$ cat config.mk
export PLATFORM = sky130hd
export DESIGN_NAME = codec_intf
export DESIGN_NICKNAME = d
export VERILOG_FILES = /design/src/rtl/codec_intf.sv
export SDC_FILE = /design/constraint.sdc
export NUM_CORES = 1
export LEC_CHECK = 0
export CORE_MARGIN = 2
export CORE_UTILIZATION = 45
export CTS_CLUSTER_SIZE = 16
export DETAILED_ROUTE_END_ITERATION = 7
export PLACE_DENSITY = 0.82
export REMOVE_ABC_BUFFERS = 1
export SYNTH_ARGS = -nofsm -noshare
export SYNTH_HDL_FRONTEND = slang
export SYNTH_SLANG_ARGS = --single-unit
$ cat constraint.sdc
create_clock -name clk -period 3.1 [get_ports clk]
set_clock_uncertainty 0.15 [all_clocks]
set_input_delay 0.465 -clock clk [delete_from_list [all_inputs] [get_ports clk]]
set_output_delay 0.465 -clock clk [all_outputs]
set_load 0.01 [all_outputs]
$ cat src/rtl/codec_intf.sv
// ---------------------------------------------------------------------------
// codec_intf: I2S-style serial interface to a stereo audio codec.
//
// An 11-bit free-running counter produces every codec clock and slot position:
// MCLK = clk/4, SCLK = clk/32, LRCLK = clk/2048 (0 = left slot, 1 = right slot).
// Each slot is 32 bit times. Bits 0..15 carry a 16-bit sample, MSB first.
// Bits 16..31 are zero padding.
//
// Ports
//   clk       in   system clock, rising edge
//   rst_n     in   synchronous active-low reset
//   SDin      in   serial ADC data from the codec, MSB first
//   left_tx   in   [15:0] left sample to transmit
//   right_tx  in   [15:0] right sample to transmit
//   MCLK      out  codec master clock (cnt[1])
//   SCLK      out  serial bit clock (cnt[4])
//   LRCLK     out  frame clock (cnt[10])
//   SDout     out  serial DAC data, MSB first
//   left_rx   out  [15:0] last complete left ADC sample
//   right_rx  out  [15:0] last complete right ADC sample
//   VALID     out  one-cycle strobe: left_rx/right_rx updated this cycle
//
// Build option
//   CODEC_LOOPBACK_EN  When defined, the RX path samples the internal SDout
//                      bit instead of the synchronized SDin. This gives a
//                      bit-exact loopback, and SDin is ignored.
// ---------------------------------------------------------------------------
module codec_intf (
    input  logic        clk,
    input  logic        rst_n,
    input  logic        SDin,
    input  logic [15:0] left_tx,
    input  logic [15:0] right_tx,
    output logic        MCLK,
    output logic        SCLK,
    output logic        LRCLK,
    output logic        SDout,
    output logic [15:0] left_rx,
    output logic [15:0] right_rx,
    output logic        VALID
);

    localparam int unsigned CNT_W    = 11;
    localparam int unsigned SAMPLE_W = 16;

    // Counter values tested on the edge that leaves them
    localparam logic [CNT_W-1:0] CNT_FRAME_END = 11'h7FF;  // left TX load, prime
    localparam logic [CNT_W-1:0] CNT_LEFT_END  = 11'h3FF;  // right TX load
    localparam logic [CNT_W-1:0] CNT_RX_DONE   = 11'h5EF;  // right bit 15 captured

    logic [CNT_W-1:0]    r_cnt;
    logic                r_sync1;
    logic                r_sync2;
    logic [SAMPLE_W-1:0] r_left_sr;
    logic [SAMPLE_W-1:0] r_right_sr;
    logic [SAMPLE_W-1:0] r_tx_sr;
    logic [SAMPLE_W-1:0] r_left_rx;
    logic [SAMPLE_W-1:0] r_right_rx;
    logic                r_valid;
    logic                r_primed;

    logic                w_sclk_rise;
    logic                w_sclk_fall;
    logic                w_data_bit;
    logic                w_capture;
    logic                w_rx_bit;
    logic [SAMPLE_W-1:0] w_left_nxt;
    logic [SAMPLE_W-1:0] w_right_nxt;

    // SCLK edges happen on the clk edge that leaves these low-order counts
    assign w_sclk_rise = (r_cnt[4:0] == 5'b01111);
    assign w_sclk_fall = (r_cnt[4:0] == 5'b11111);
    // Slot bit index is cnt[9:5]. Indices below 16 have cnt[9] clear.
    assign w_data_bit  = ~r_cnt[9];
    assign w_capture   = w_sclk_rise & w_data_bit;

`ifdef CODEC_LOOPBACK_EN
    logic w_unused_sync;
    assign w_unused_sync = r_sync2;
    assign w_rx_bit      = r_tx_sr[SAMPLE_W-1];
`else
    assign w_rx_bit      = r_sync2;
`endif

    assign w_left_nxt  = {r_left_sr[SAMPLE_W-2:0], w_rx_bit};
    assign w_right_nxt = {r_right_sr[SAMPLE_W-2:0], w_rx_bit};

    // Counter, synchronizer, RX/TX shifters and sample hand-off
    always_ff @(posedge clk) begin
        if (!rst_n) begin
            r_cnt      <= '0;
            r_sync1    <= 1'b0;
            r_sync2    <= 1'b0;
            r_left_sr  <= '0;
            r_right_sr <= '0;
            r_tx_sr    <= '0;
            r_left_rx  <= '0;
            r_right_rx <= '0;
            r_valid    <= 1'b0;
            r_primed   <= 1'b0;
        end else begin
            r_cnt   <= r_cnt + CNT_W'(1);
            r_sync1 <= SDin;
            r_sync2 <= r_sync1;

            if (w_capture && !r_cnt[10]) begin
                r_left_sr <= w_left_nxt;
            end
            if (w_capture && r_cnt[10]) begin
                r_right_sr <= w_right_nxt;
            end

            // The first full frame starts after the first wrap
            if (r_cnt == CNT_FRAME_END) begin
                r_primed <= 1'b1;
            end

            // Right bit 15 lands this same edge, so hand off its next value
            r_valid <= 1'b0;
            if ((r_cnt == CNT_RX_DONE) && r_primed) begin
                r_left_rx  <= r_left_sr;
                r_right_rx <= w_right_nxt;
                r_valid    <= 1'b1;
            end

            // Load has priority over the SCLK-fall shift that coincides with it
            if (r_cnt == CNT_FRAME_END) begin
                r_tx_sr <= left_tx;
            end else if (r_cnt == CNT_LEFT_END) begin
                r_tx_sr <= right_tx;
            end else if (w_sclk_fall) begin
                r_tx_sr <= {r_tx_sr[SAMPLE_W-2:0], 1'b0};
            end
        end
    end

    assign MCLK     = r_cnt[1];
    assign SCLK     = r_cnt[4];
    assign LRCLK    = r_cnt[10];
    assign SDout    = r_tx_sr[SAMPLE_W-1];
    assign left_rx  = r_left_rx;
    assign right_rx = r_right_rx;
    assign VALID    = r_valid;

endmodule

==> reports/results.ini <==
[grt]
grt_pass1_wl_mm=14.6
grt_antenna_before_repair=0
grt_max_degree=59
grt_pass1_vias=3361
grtUsageTotal=0.177
grt_remaining_overflow=0

[routing]
drtIter0Drc=268
drc=0
finalWirelength_mm=8.71
first_pass_iters=4
detail_route.wl_per_cell_um=14.0
vias_per_cell=5.50
num_vias=3424
postRouteAntennaNets=0

[placed_design]
dp_cells=607
postPlaceCellArea_um2=4850
dp_hpwl_mm=5.62
portBuffers=71
gp_congestion=0.750

[timing]
rsz0062_at_grt=false
min_period_ps=2490
maxSlewViolCount=0
fmax_mhz=402
hold_viol_final=0
relSlewSlack=0.376
tightest_slew_ps=932
fin_tns_setup_ps=0
fin_crit_sh=0.803
setup_viol=0

[worst_setup_path]
arrival_ps=2630
worst_r2r_endpoint=r_left_sr[13]
r2r_slack_ps=610
end_kind=flip-flop
startpoint_type=flip-flop
required_ps=3240
slowest_stage=nor3b_2
worstPathCellList=ha_1 -> nand3_1 -> inv_1 -> ha_1 -> nor3b_2 -> nand2_1 -> a21oi_1
crit_type=reg -> reg
crit_top_cell=ha_1
cp_slowest_stage_delay_ps=770
r2r.worst_path.cells=7
r2r_start=r_cnt[1]
critPathMaxFanout=16

[cts]
cts_buffers=9
cts_tree=done
cts-root-buf=clkbuf_8
insertion_delay_ps=350
hold_buffers=0
clock_sinks=94
cts_setup_buffers=0
clk_pin_slew_worst_paths_ps=90
cts_resized=0
htree_levels=3
clockBufferDepth=2

[yosys]
synth_async_sr_flop_share=0
seq_area_frac_synth=0.458
synthTopCellsByArea=dfxtp_1, mux2i_1, a21oi_1
postSynthAreaPerCell_um2=8.87
yosysTopAreaCellShare=0.458
syn_area_um2=4110
ys_ff_latch=94
synth_xor_area_frac=0.00426
yosys.area_share.simple=0.190
synthAdderAreaFrac=0.00914
synth_top_area_cell=dfxtp_1
synthMuxAreaShare=0.134
ys.flop_type=dfxtp_1
synth.distinct_cells=37
synth_edf_count=0
synth_warnings=0
synth_top_family_by_area=simple AND/OR/NAND/NOR gates
synth-compound-area-share=0.146
netlist_instances=463

[floorplan]
start_util=0.466
rows=34
io_pins=72
coreArea_um2=8810
die_h_um=99.5
die_area_um2=9910
die_w_um=99.5

[finish]
n_antenna_cell=0
nNetsFinal=548
final_cell_mix=dfxtp_1, clkdlybuf4s50_1, nand2_1
drive_above_1_share=0.0757
final_common_cell=dfxtp_1
area_growth_syn_to_layout_pct=23.0
final_cells=623
final_area_um2=5050

[pwr]
ir_worst_vdd_uv=219
power.density_nw_per_um2=421
p_leak_nw=1.64
finalPower_mw=2.13

[job]
max_cap_violations=0

[worst_hold_path]
min_path_type=reg -> reg
whs_endpoint=r_sync2
min_from=r_sync1
whs_path_depth=1

[status]
status=completed

-- cells in the mapped netlist, drive strengths merged (3+ instances only) --
library cell / instances
mux2i: 34
dfxtp: 94
nand4: 33
ha: 3
inv: 3
buf: 26
clkbuf: 20
a21oi: 66
and2: 4
nand3: 5
o31ai: 34
nor2: 35
nand2b: 3
nand2: 68
mux2: 16
-- per-stage QoR --
stage               setup WS, ps  hold WS [ps]  utilization
finish                       611           294        0.574
global route                 423           322        0.574
CTS                          621           295        0.574
detailed placement           641           273        0.551
global placement             690           268        0.551
floorplan                   -885           262            -
-- flip-flops by register name, summed over array words and instances (netlist names), 11 cells and up --
| register | count |
|---|---|
| left_rx | 16 |
| r_left_sr | 16 |
| r_tx_sr | 16 |
| right_rx | 16 |
| r_right_sr | 15 |
| r_cnt | 11 |
-- cells by family after synthesis --
family | Yosys count
mux | 50
fa+ha+maj | 3
xor+xnor | 2
flops | 94
simple gates | 163
buf+inv | 49
compound gates | 102
-- layout make-up --
class                      instances  area (um^2)
sequential                        94         1880
inverter                           3         11.3
clock buffer                       9          124
multi-input combinational        320         2000
timing repair buffer              82          818
tap                              108          135
clock inverter                     7         78.8
fill                             773         3750
-- power by group --
group | switching (mW) | total [mW] | internal, mW
clock network | 0.436 | 0.819 | 0.383
logic | 0.0372 | 0.0901 | 0.0529
registers | 0.00519 | 1.22 | 1.21
-- critical path: cells and delay by family, from the launching register on --
kind / cells / cell delay, ps
compound gates: 1 / 150
fa+ha+maj: 2 / 480
buf+inv: 1 / 220
flops: 1 / 420
simple gates: 3 / 1000
-- routing by layer --
metal / track usage / up-vias / routed length [um]
met5: 0 / - / 0
met4: 0.0506 / 0 / 55
met3: 0.0478 / 6 / 480
met2: 0.310 / 106 / 4230
met1: 0.214 / 1577 / 3940
li1: - / 1735 / -
-- worst max-delay path by stage --
stage | startpoint | end | slack [ps] | depth (start not counted)
after floorplan | r_cnt[10] | left_rx[0] | -890 | 3
after CTS | r_cnt[1] | r_left_sr[13] | 620 | 7
final | r_cnt[1] | r_left_sr[13] | 610 | 7
after detailed placement | r_cnt[1] | r_left_sr[13] | 640 | 7
after global placement | r_cnt[1] | r_left_sr[12] | 690 | 7
after global routing | r_cnt[1] | r_left_sr[9] | 420 | 7
No activity file was read; power rests on OpenSTA's default activity.
==> variant (same settings) <==
Add a define of `CODEC_LOOPBACK_EN`.
--- a/src/rtl/codec_intf.sv
+++ b/src/rtl/codec_intf.sv
@@ -25,6 +25,8 @@
 //                      bit instead of the synchronized SDin. This gives a
 //                      bit-exact loopback, and SDin is ignored.
 // ---------------------------------------------------------------------------
+`define CODEC_LOOPBACK_EN
+
 module codec_intf (
     input  logic        clk,
     input  logic        rst_n,
Check against the original RTL: no difference found for any inputs over 10 cycles, from zero or initial values and one cycle with rst_n low; that may be too few to reach the edited logic, so the function may still have changed.
==> variant against the original RTL <==
  * Power shrank 2.2%
  * Sequential cell count fell by 2
  * Global-route usage is 0.36 points higher
  * Routed wire length fell by 1.7%
  * Cell area fell by 1.6%
  * Synthesized area decreased by 1.2%
  * Highest routed layer unchanged
  * Critical endpoint unchanged
  * Final cell count decreased by 0.80%
  * Die area is 1.1% lower
  * Combinational power fell by 2%
  * Critical path type unchanged
  * Worst setup slack gained 54 ps
  * Via count is 1.9% lower
==> variant: results (changes against the original RTL) <==
global_route:
  grt_max_degree: 58  # -1.7%
  grt_pass1_vias: 3199  # -4.8%
  grt_pass1_wl_um: 14700  # +0.71%
  gr-usage-all-layers_pct: 18.07  # +0.36 points
cells_and_area:
  final_net_count: 543  # -0.91%
  n_antenna_cell: 0  # unchanged
  drive_above_1_share_pct: 7.843  # +0.27 points
  fill_cells: 756  # -2.2%
place:
  port_buffers: 70  # -1.4%
  gp_congestion: 0.7978  # +6.3%
  hpwl_um: 5596  # -0.39%
min_path:
  hold_start: "r_left_sr[15]"
  min_to: "r_left_sr[15]"
  holdPathStages: 2  # +1
logic_synthesis:
  synthAdderAreaFrac_pct: 0.9248  # +0.011 points
  yosys-top-cells-area: "dfxtp_1 45%, mux2i_1 8.4%, a21oi_1 8.1%"
  synth_compound_gate_area_share_pct: 14.77  # +0.18 points
  ys_top_cells_by_count: "92 x dfxtp_1, 68 x nand2_1, 66 x a21oi_1, 35 x nor2_1"
  synth_xor_area_share_pct: 0.4316  # +0.0051 points
drt:
  drtIter0Drc: 181  # -32%
  met2_length_um: 4085  # -3.5%
  avgViaCountPerCell: 5.437  # -1.1%
  met3_length_um: 392  # -18%
  wl_per_cell_um: 13.85  # -0.92%
  drtPass1Iterations: 5  # +1
worst_setup_path:
  r2r_slack_ps: 660  # +50 ps
  crit_fanout: 20  # +4
clock_tree:
  insertion_delay_ps: 370  # +20 ps
pwr:
  cellLeakagePower_uw: 0.001603  # -2.0%
  ir_worst_vdd_mv: 0.1856  # -15%
timing:
  tightest_slew_ps: 874.9  # -57.55 ps
outcome:
  outcome: "finished, final reports clean"
-- variant: cell families after synthesis --
group | after synthesis
buffers and inverters | 49
adders and majority gates | 3
AOI/OAI and AO/OA | 102
and+or+nand+nor | 161
xor gates and xnor gates | 2
muxes | 50
DFF | 92
-- variant: final cells by class --
class | count | area share, %
multi-input combinational | 318 | 40.02
sequential | 92 | 37.05
timing repair buffer | 81 | 16.01
tap | 108 | 2.718
clock buffer | 9 | 2.492
clock inverter | 7 | 1.485
inverter | 3 | 0.2265
-- variant: worst max-delay path by stage --
stage	startpoint	end	slack, ps	cells after the start
after floorplan	r_cnt[10]	left_rx[0]	-890	3
after global placement	rst_n	VALID	720	4
after detailed placement	rst_n	VALID	670	4
after CTS	r_cnt[1]	r_left_sr[14]	680	7
after global routing	r_cnt[1]	r_left_sr[1]	450	7
final	r_cnt[1]	r_left_sr[13]	660	7
-- variant: per-layer routing --
metal  vias to the layer above  global-route usage (%)
met1                      1548                   22.94
met2                        80                   29.78
li1                       1721                       -
met4                         0                   7.271
met5                         -                       0
met3                        11                   4.043
-- variant: critical path: stages, from the launching register on --
cell and delay, ps:
dfxtp_1 400, ha_1 230, nand3_1 120, inv_2 310, ha_1 270, or3b_1 610, nand2_1 160, a21oi_1 70
-- variant: per-stage QoR --
step	TNS [ps]	cells	cell area, µm²	setup WS [ps]	util, %
final	0	618	4971	664.6	57.00
after global routing	0	618	4971	453.3	57.00
after CTS	0	618	4971	675.4	57.00
after detailed placement	0	602	4773	670.2	54.73
after global placement	0	602	4773	718.6	54.73
after floorplan	-32820	413	3827	-885.0	-
-- variant: power by group --
group	switching [µW]	total, µW	leakage, µW	internal, µW
Sequential	3.76	1190	0.000741	1180
Clock	480	802	0.000103	322
Combinational	37.4	88.7	0.000759	51.3
